File: src/rtl/quantize_block_pkg.sv
// Shared constants, FSM state encoding and zigzag scan table for quantize_block.
package quantize_block_pkg;

    localparam int unsigned QFIX      = 17;
    localparam int unsigned MAX_LEVEL = 2047;
    localparam int unsigned QW        = 9;
    localparam int unsigned IQW       = 17;
    localparam int unsigned DQW       = 16;

    typedef enum logic [1:0] {
        ST_IDLE = 2'd0,
        ST_RUN  = 2'd1,
        ST_DONE = 2'd2
    } state_e;

    // Scan position -> raster source index for a 4x4 block.
    function automatic logic [3:0] zigzag_src(input logic [3:0] k);
        logic [3:0] s;
        case (k)
            4'd0:  s = 4'd0;
            4'd1:  s = 4'd1;
            4'd2:  s = 4'd4;
            4'd3:  s = 4'd8;
            4'd4:  s = 4'd5;
            4'd5:  s = 4'd2;
            4'd6:  s = 4'd3;
            4'd7:  s = 4'd6;
            4'd8:  s = 4'd9;
            4'd9:  s = 4'd12;
            4'd10: s = 4'd13;
            4'd11: s = 4'd10;
            4'd12: s = 4'd7;
            4'd13: s = 4'd11;
            4'd14: s = 4'd14;
            default: s = 4'd15;
        endcase
        return s;
    endfunction

endpackage

File: src/rtl/quantize_block_quant_coef.sv
// Combinational single-coefficient quantizer: reciprocal multiply, rounding bias,
// level clamp, and saturated dequantization to 16 bits.
module quant_coef
    import quantize_block_pkg::*;
#(
    parameter int unsigned CW = 12
) (
    input  logic signed [CW-1:0]  coef_i,
    input  logic        [QW-1:0]  q_i,
    input  logic        [IQW-1:0] iq_i,
    input  logic        [IQW-1:0] bias_i,
    output logic signed [CW-1:0]  level_o,
    output logic signed [DQW-1:0] dq_o
);

    localparam int unsigned PW  = CW + IQW;
    localparam int unsigned MW  = PW - QFIX + 1;
    localparam int unsigned DMW = CW - 1 + QW;

    logic [CW-1:0]  mag;
    logic [PW-1:0]  prod;
    logic [PW:0]    acc;
    logic [MW-1:0]  m;
    logic [CW-2:0]  mag_lvl;
    logic [CW-1:0]  lvl_u;
    logic [DMW-1:0] dq_mag;
    logic           neg;

    always_comb begin
        neg  = coef_i[CW-1];
        // |-2^(CW-1)| still fits in CW unsigned bits
        mag  = neg ? ($unsigned(~coef_i) + {{(CW-1){1'b0}}, 1'b1}) : $unsigned(coef_i);
        prod = {{IQW{1'b0}}, mag} * {{CW{1'b0}}, iq_i};
        acc  = {1'b0, prod} + {{(PW+1-IQW){1'b0}}, bias_i};
        m    = acc[PW:QFIX];

        if (m > MW'(MAX_LEVEL)) begin
            mag_lvl = (CW-1)'(MAX_LEVEL);
        end else begin
            mag_lvl = m[CW-2:0];
        end
        if (coef_i == '0) begin
            mag_lvl = '0;
        end

        lvl_u   = {1'b0, mag_lvl};
        level_o = neg ? $signed(-lvl_u) : $signed(lvl_u);

        dq_mag = {{QW{1'b0}}, mag_lvl} * {{(CW-1){1'b0}}, q_i};
        if (!neg) begin
            dq_o = (dq_mag > DMW'(32767)) ? 16'sh7FFF : $signed(dq_mag[DQW-1:0]);
        end else begin
            dq_o = (dq_mag > DMW'(32768)) ? 16'sh8000 : $signed(-dq_mag[DQW-1:0]);
        end
    end

endmodule

File: src/rtl/quantize_block.sv
// Block quantizer: captures a coefficient block on start, quantizes one coefficient
// per cycle. Define QUANT_ZIGZAG_EN to emit outputs in zigzag scan order.
module quantize_block
    import quantize_block_pkg::*;
#(
    parameter int unsigned BIT_WIDTH  = 8,
    parameter int unsigned BLOCK_SIZE = 4
) (
    input  logic                                     clk,
    input  logic                                     rst,
    input  logic                                     start,
    input  logic [(BIT_WIDTH+4)*BLOCK_SIZE*BLOCK_SIZE-1:0] coef_in,
    input  logic [QW-1:0]                            dc_q,
    input  logic [QW-1:0]                            ac_q,
    input  logic [IQW-1:0]                           dc_iq,
    input  logic [IQW-1:0]                           ac_iq,
    input  logic [IQW-1:0]                           bias,
    output logic [(BIT_WIDTH+4)*BLOCK_SIZE*BLOCK_SIZE-1:0] level_out,
    output logic [DQW*BLOCK_SIZE*BLOCK_SIZE-1:0]     dq_out,
    output logic [BLOCK_SIZE*BLOCK_SIZE-1:0]         nz_mask,
    output logic [4:0]                               last_idx,
    output logic                                     busy,
    output logic                                     done
);

    localparam int unsigned CW = BIT_WIDTH + 4;
    localparam int unsigned N  = BLOCK_SIZE * BLOCK_SIZE;
    localparam int unsigned IW = $clog2(N);

    state_e              state_q;
    logic [IW-1:0]       cnt_q;
    logic [CW*N-1:0]     coef_q;
    logic [QW-1:0]       dc_step_q, ac_step_q;
    logic [IQW-1:0]      dc_recip_q, ac_recip_q, bias_q;
    logic [CW*N-1:0]     level_q;
    logic [DQW*N-1:0]    dq_q;
    logic [N-1:0]        nz_q;
    logic [4:0]          last_q, last_d;
    logic                busy_q, done_q;

    logic [IW-1:0]       src_idx;
    logic signed [CW-1:0] cur_coef, cur_level;
    logic signed [DQW-1:0] cur_dq;
    logic [QW-1:0]       q_sel;
    logic [IQW-1:0]      iq_sel;
    logic                cur_nz;

    always_comb begin
`ifdef QUANT_ZIGZAG_EN
        src_idx = zigzag_src(cnt_q);
`else
        src_idx = cnt_q;
`endif
        cur_coef = $signed(coef_q[CW*src_idx +: CW]);
        q_sel    = (src_idx == '0) ? dc_step_q  : ac_step_q;
        iq_sel   = (src_idx == '0) ? dc_recip_q : ac_recip_q;
        cur_nz   = (cur_level != '0);

        // Index 0 restarts the running maximum so a previous block cannot leak in
        if (cnt_q == '0) begin
            last_d = cur_nz ? 5'd0 : 5'd31;
        end else begin
            last_d = cur_nz ? 5'(cnt_q) : last_q;
        end
    end

    quant_coef #(
        .CW(CW)
    ) u_quant_coef (
        .coef_i  (cur_coef),
        .q_i     (q_sel),
        .iq_i    (iq_sel),
        .bias_i  (bias_q),
        .level_o (cur_level),
        .dq_o    (cur_dq)
    );

    always_ff @(posedge clk or posedge rst) begin
        if (rst) begin
            state_q    <= ST_IDLE;
            cnt_q      <= '0;
            coef_q     <= '0;
            dc_step_q  <= '0;
            ac_step_q  <= '0;
            dc_recip_q <= '0;
            ac_recip_q <= '0;
            bias_q     <= '0;
            level_q    <= '0;
            dq_q       <= '0;
            nz_q       <= '0;
            last_q     <= 5'd31;
            busy_q     <= 1'b0;
            done_q     <= 1'b0;
        end else begin
            done_q <= 1'b0;
            case (state_q)
                ST_IDLE: begin
                    if (start) begin
                        coef_q     <= coef_in;
                        dc_step_q  <= dc_q;
                        ac_step_q  <= ac_q;
                        dc_recip_q <= dc_iq;
                        ac_recip_q <= ac_iq;
                        bias_q     <= bias;
                        cnt_q      <= '0;
                        busy_q     <= 1'b1;
                        state_q    <= ST_RUN;
                    end
                end
                ST_RUN: begin
                    level_q[CW*cnt_q +: CW]  <= cur_level;
                    dq_q[DQW*cnt_q +: DQW]   <= cur_dq;
                    nz_q[cnt_q]              <= cur_nz;
                    last_q                   <= last_d;
                    if (cnt_q == IW'(N-1)) begin
                        state_q <= ST_DONE;
                    end else begin
                        cnt_q <= cnt_q + 1'b1;
                    end
                end
                ST_DONE: begin
                    done_q  <= 1'b1;
                    busy_q  <= 1'b0;
                    cnt_q   <= '0;
                    state_q <= ST_IDLE;
                end
                default: begin
                    state_q <= ST_IDLE;
                end
            endcase
        end
    end

    assign level_out = level_q;
    assign dq_out    = dq_q;
    assign nz_mask   = nz_q;
    assign last_idx  = last_q;
    assign busy      = busy_q;
    assign done      = done_q;

endmodule

File: config.mk
export PLATFORM = sky130hd
export DESIGN_NAME = quantize_block
export DESIGN_NICKNAME = d
export VERILOG_FILES = /design/src/rtl/quantize_block_pkg.sv /design/src/rtl/quantize_block_quant_coef.sv /design/src/rtl/quantize_block.sv
export SDC_FILE = /design/constraint.sdc
export NUM_CORES = 2
export LEC_CHECK = 0
export BUFFER_PORTS_ARGS = -buffer_cell sky130_fd_sc_hd__buf_2
export CAP_MARGIN = 20
export CORE_ASPECT_RATIO = 0.9
export CORE_UTILIZATION = 35
export DETAILED_ROUTE_END_ITERATION = 16
export MAX_ROUTING_LAYER = met4
export PLACE_DENSITY = 0.52
export SKIP_CTS_REPAIR_TIMING = 1
export SLEW_MARGIN = 20
export SYNTH_ARGS = -nofsm -noshare
export SYNTH_HDL_FRONTEND = slang
export SYNTH_HIERARCHICAL = 1
export SYNTH_SLANG_ARGS = --single-unit
File: constraint.sdc
create_clock -name clk -period 36.4 [get_ports clk]
set_input_delay 9.1 -clock clk [delete_from_list [all_inputs] [get_ports clk]]
set_output_delay 9.1 -clock clk [all_outputs]
set_load 0.01 [all_outputs]
==> impl_metrics.json <==
{
  "outcome": "completed",
  "num_vias": 32000,
  "wl_per_cell_um": 22.4,
  "syn_avg_cell_area_um2": 11.0,
  "ys_async_sr_fraction": 1.00,
  "end_kind": "flop",
  "hpwl_um": 105000,
  "yosys_warnings": 6,
  "clock_latency_ns": 0.72,
  "cts_tree": "built",
  "final_common_cell": "buf_2",
  "first_iter_violations": 1912,
  "grt_pass1_vias": 32800,
  "fp.dieW_um": 370,
  "clkSlewWorstSetupHoldPaths_ns": 0.06,
  "setup_tns_ns": 0,
  "fin_crit_sh": 0.458,
  "slowest_stage": "a2bb2oi_1",
  "min_period_ns": 16.68,
  "cts_sinks": 738,
  "timing.fmax_mhz": 60.0,
  "coreArea_um2": 121000,
  "dieArea_um2": 124000,
  "synth_nets": 4517,
  "grt_setup_unrepaired": "false",
  "ys_seq_area_frac": 0.432,
  "worstHoldPathType": "reg2reg",
  "routed_wl_um": 140000,
  "cp_slowest_stage_delay_ns": 0.90,
  "worst_pin_slew_ns": 1.18,
  "io_buffers": 734,
  "crit_required_ns": 36.99,
  "final_cell_mix": "buf_2, dfrtp_1, nand2_1",
  "synth_ff_type": "dfrtp_1",
  "grt_first_pass_wirelength_um": 213000,
  "root_buffer": "clkbuf_16",
  "crit_top_cell": "fa_1",
  "finClkSkew_ns": 0.0479,
  "synthCells": 3890,
  "final_hold_viol_count": 0,
  "gr-total-overflow": 0,
  "start_util": 0.353,
  "drive_above_1_share": 0.334,
  "netlist_area_um2": 42800,
  "nets": 5186,
  "grt_max_degree": 178,
  "synth_edf_count": 0,
  "area_growth_syn_to_layout_pct": 19.3,
  "post-route-drc-count": 0,
  "rows": 121,
  "synth.distinct_cells": 100,
  "io_pins": 735,
  "cp-start-kind": "flop",
  "track_usage": 0.234,
  "ys_seq_elements": 738,
  "critical_path.max_fanout": 47,
  "setup_violations": 0,
  "clock_path_buffers": 3,
  "postRouteAntennaNets": 0,
  "maxCapViolCount": 0,
  "cts-buffers-inserted": 83,
  "die_h_um": 334,
  "viasPerCell": 5.14,
  "worstSetupPathType": "reg2reg",
  "antenna_found_initial": 14,
  "crit_arrival_ns": 17.27,
  "place.gp.congestion": 0.890,
  "h-tree-depth": 3,
  "slew_violations": 0,
  "firstDrtPassIters": 5,
  "slew_headroom": 0.204
}
==> logic make-up (layout without fill, tap and decap cells) <==
logic type | count (synthesis) | after routing | synth area share
xor gates and xnor gates | 40 | 40 | 0.00916
adders and majority gates | 363 | 363 | 0.147
AOI/OAI and AO/OA | 587 | 587 | 0.0867
muxes | 563 | 563 | 0.164
buffers and inverters | 563 | 1300 | 0.0509
and+or+nand+nor | 1036 | 1036 | 0.110
other | 0 | 7 | 0
DFF | 738 | 738 | 0.432
==> layer usage <==
layer	vias to the layer above	track usage	part of all wire
met3	240	0.0445	0.056
li1	14500	-	-
met2	889	0.375	0.48
met4	0	0.0686	0.032
met1	16400	0.299	0.43
met5	-	-	0
==> registers in the layout, summed over array words and instances (netlist names), 5 cells and up <==
signal,cells
level_out,192
dq_out,256
dc_recip_q,17
bias_q,17
ac_recip_q,17
coef_q,192
ac_step_q,9
last_idx,5
nz_mask,16
dc_step_q,9
==> per-stage QoR <==
stage / utilization / hold WS (ns) / std cells / worst slack (ns) / cell area [um2]
2_1_floorplan: - / 0.475 / 3890 / 6.60 / 42800
3_3_place_gp: 0.397 / 0.457 / 6068 / 20.07 / 48100
6_report: 0.421 / 0.472 / 6233 / 19.72 / 51000
4_1_cts: 0.421 / 0.477 / 6222 / 19.68 / 50900
5_1_grt: 0.421 / 0.488 / 6230 / 18.66 / 51000
3_5_place_dp: 0.397 / 0.463 / 6069 / 19.74 / 48100
==> cell usage after synthesis (9+ instances only) <==
| cell | count | area share |
|---|---|---|
| nand2_1 | 607 | 0.053 |
| o22ai_1 | 24 | 0.0035 |
| and2_1 | 105 | 0.015 |
| nand4_1 | 13 | 0.0019 |
| dfrtp_1 | 733 | 0.43 |
| nand3_1 | 53 | 0.0062 |
| clkbuf_1 | 176 | 0.015 |
| buf_2 | 17 | 0.0020 |
| a21oi_1 | 61 | 0.0071 |
| fa_1 | 230 | 0.11 |
| a21o_1 | 25 | 0.0044 |
| o21a_1 | 12 | 0.0021 |
| nor3_1 | 25 | 0.0029 |
| mux2_1 | 14 | 0.0037 |
| nor2b_1 | 17 | 0.0025 |
| xnor2_1 | 22 | 0.0045 |
| mux4_2 | 60 | 0.032 |
| o31ai_1 | 21 | 0.0037 |
| ha_1 | 133 | 0.039 |
| mux2i_1 | 16 | 0.0037 |
| xor2_1 | 14 | 0.0029 |
| o21ai_0 | 290 | 0.034 |
| mux2_2 | 465 | 0.12 |
| a211o_1 | 9 | 0.0018 |
| a31oi_1 | 9 | 0.0013 |
| and3_1 | 27 | 0.0039 |
| a22oi_1 | 12 | 0.0021 |
| buf_1 | 12 | 0.0011 |
| inv_1 | 349 | 0.031 |
| nand2b_1 | 10 | 0.0015 |
| a211oi_1 | 16 | 0.0028 |
| nor2_1 | 114 | 0.010 |
==> worst paths after layout <==
path                        startpoint          end  slack (ns)  cells past startpoint
setup / recovery              cnt_q[0]  dq_out[114]       19.72                     44
hold / removal             dq_out[155]  dq_out[155]        0.47                      2
setup reg to reg              cnt_q[0]  dq_out[114]       19.72                     44
hold reg to reg            dq_out[155]  dq_out[155]        0.47                      2
max in group asynchronous          rst   dq_out[90]       25.01                      6
min in group asynchronous          rst   coef_q[38]        8.52                      2
==> final cells by class <==
type,count,area (um2)
diodes,7,17.5
clock buffers,120,2470
clock inverters,33,390
fillers,12000,70100
inverters,352,1330
multi-input cells,2589,22200
flip-flops and latches,738,18500
well taps,1599,2000
repair buffers,795,4180
==> critical path: cells and delay by family, from the launching register on <==
kind | cells | cell delay (ns)
AOI/OAI and AO/OA | 13 | 4.63
muxes | 2 | 1.34
and+or+nand+nor | 9 | 2.73
adders and majority gates | 11 | 5.48
xor gates and xnor gates | 1 | 0.27
buffers and inverters | 8 | 1.31
DFF | 1 | 0.72
Power is not shown: default switching activity piles up to over one toggle a cycle in this logic, so the estimate is an artifact.
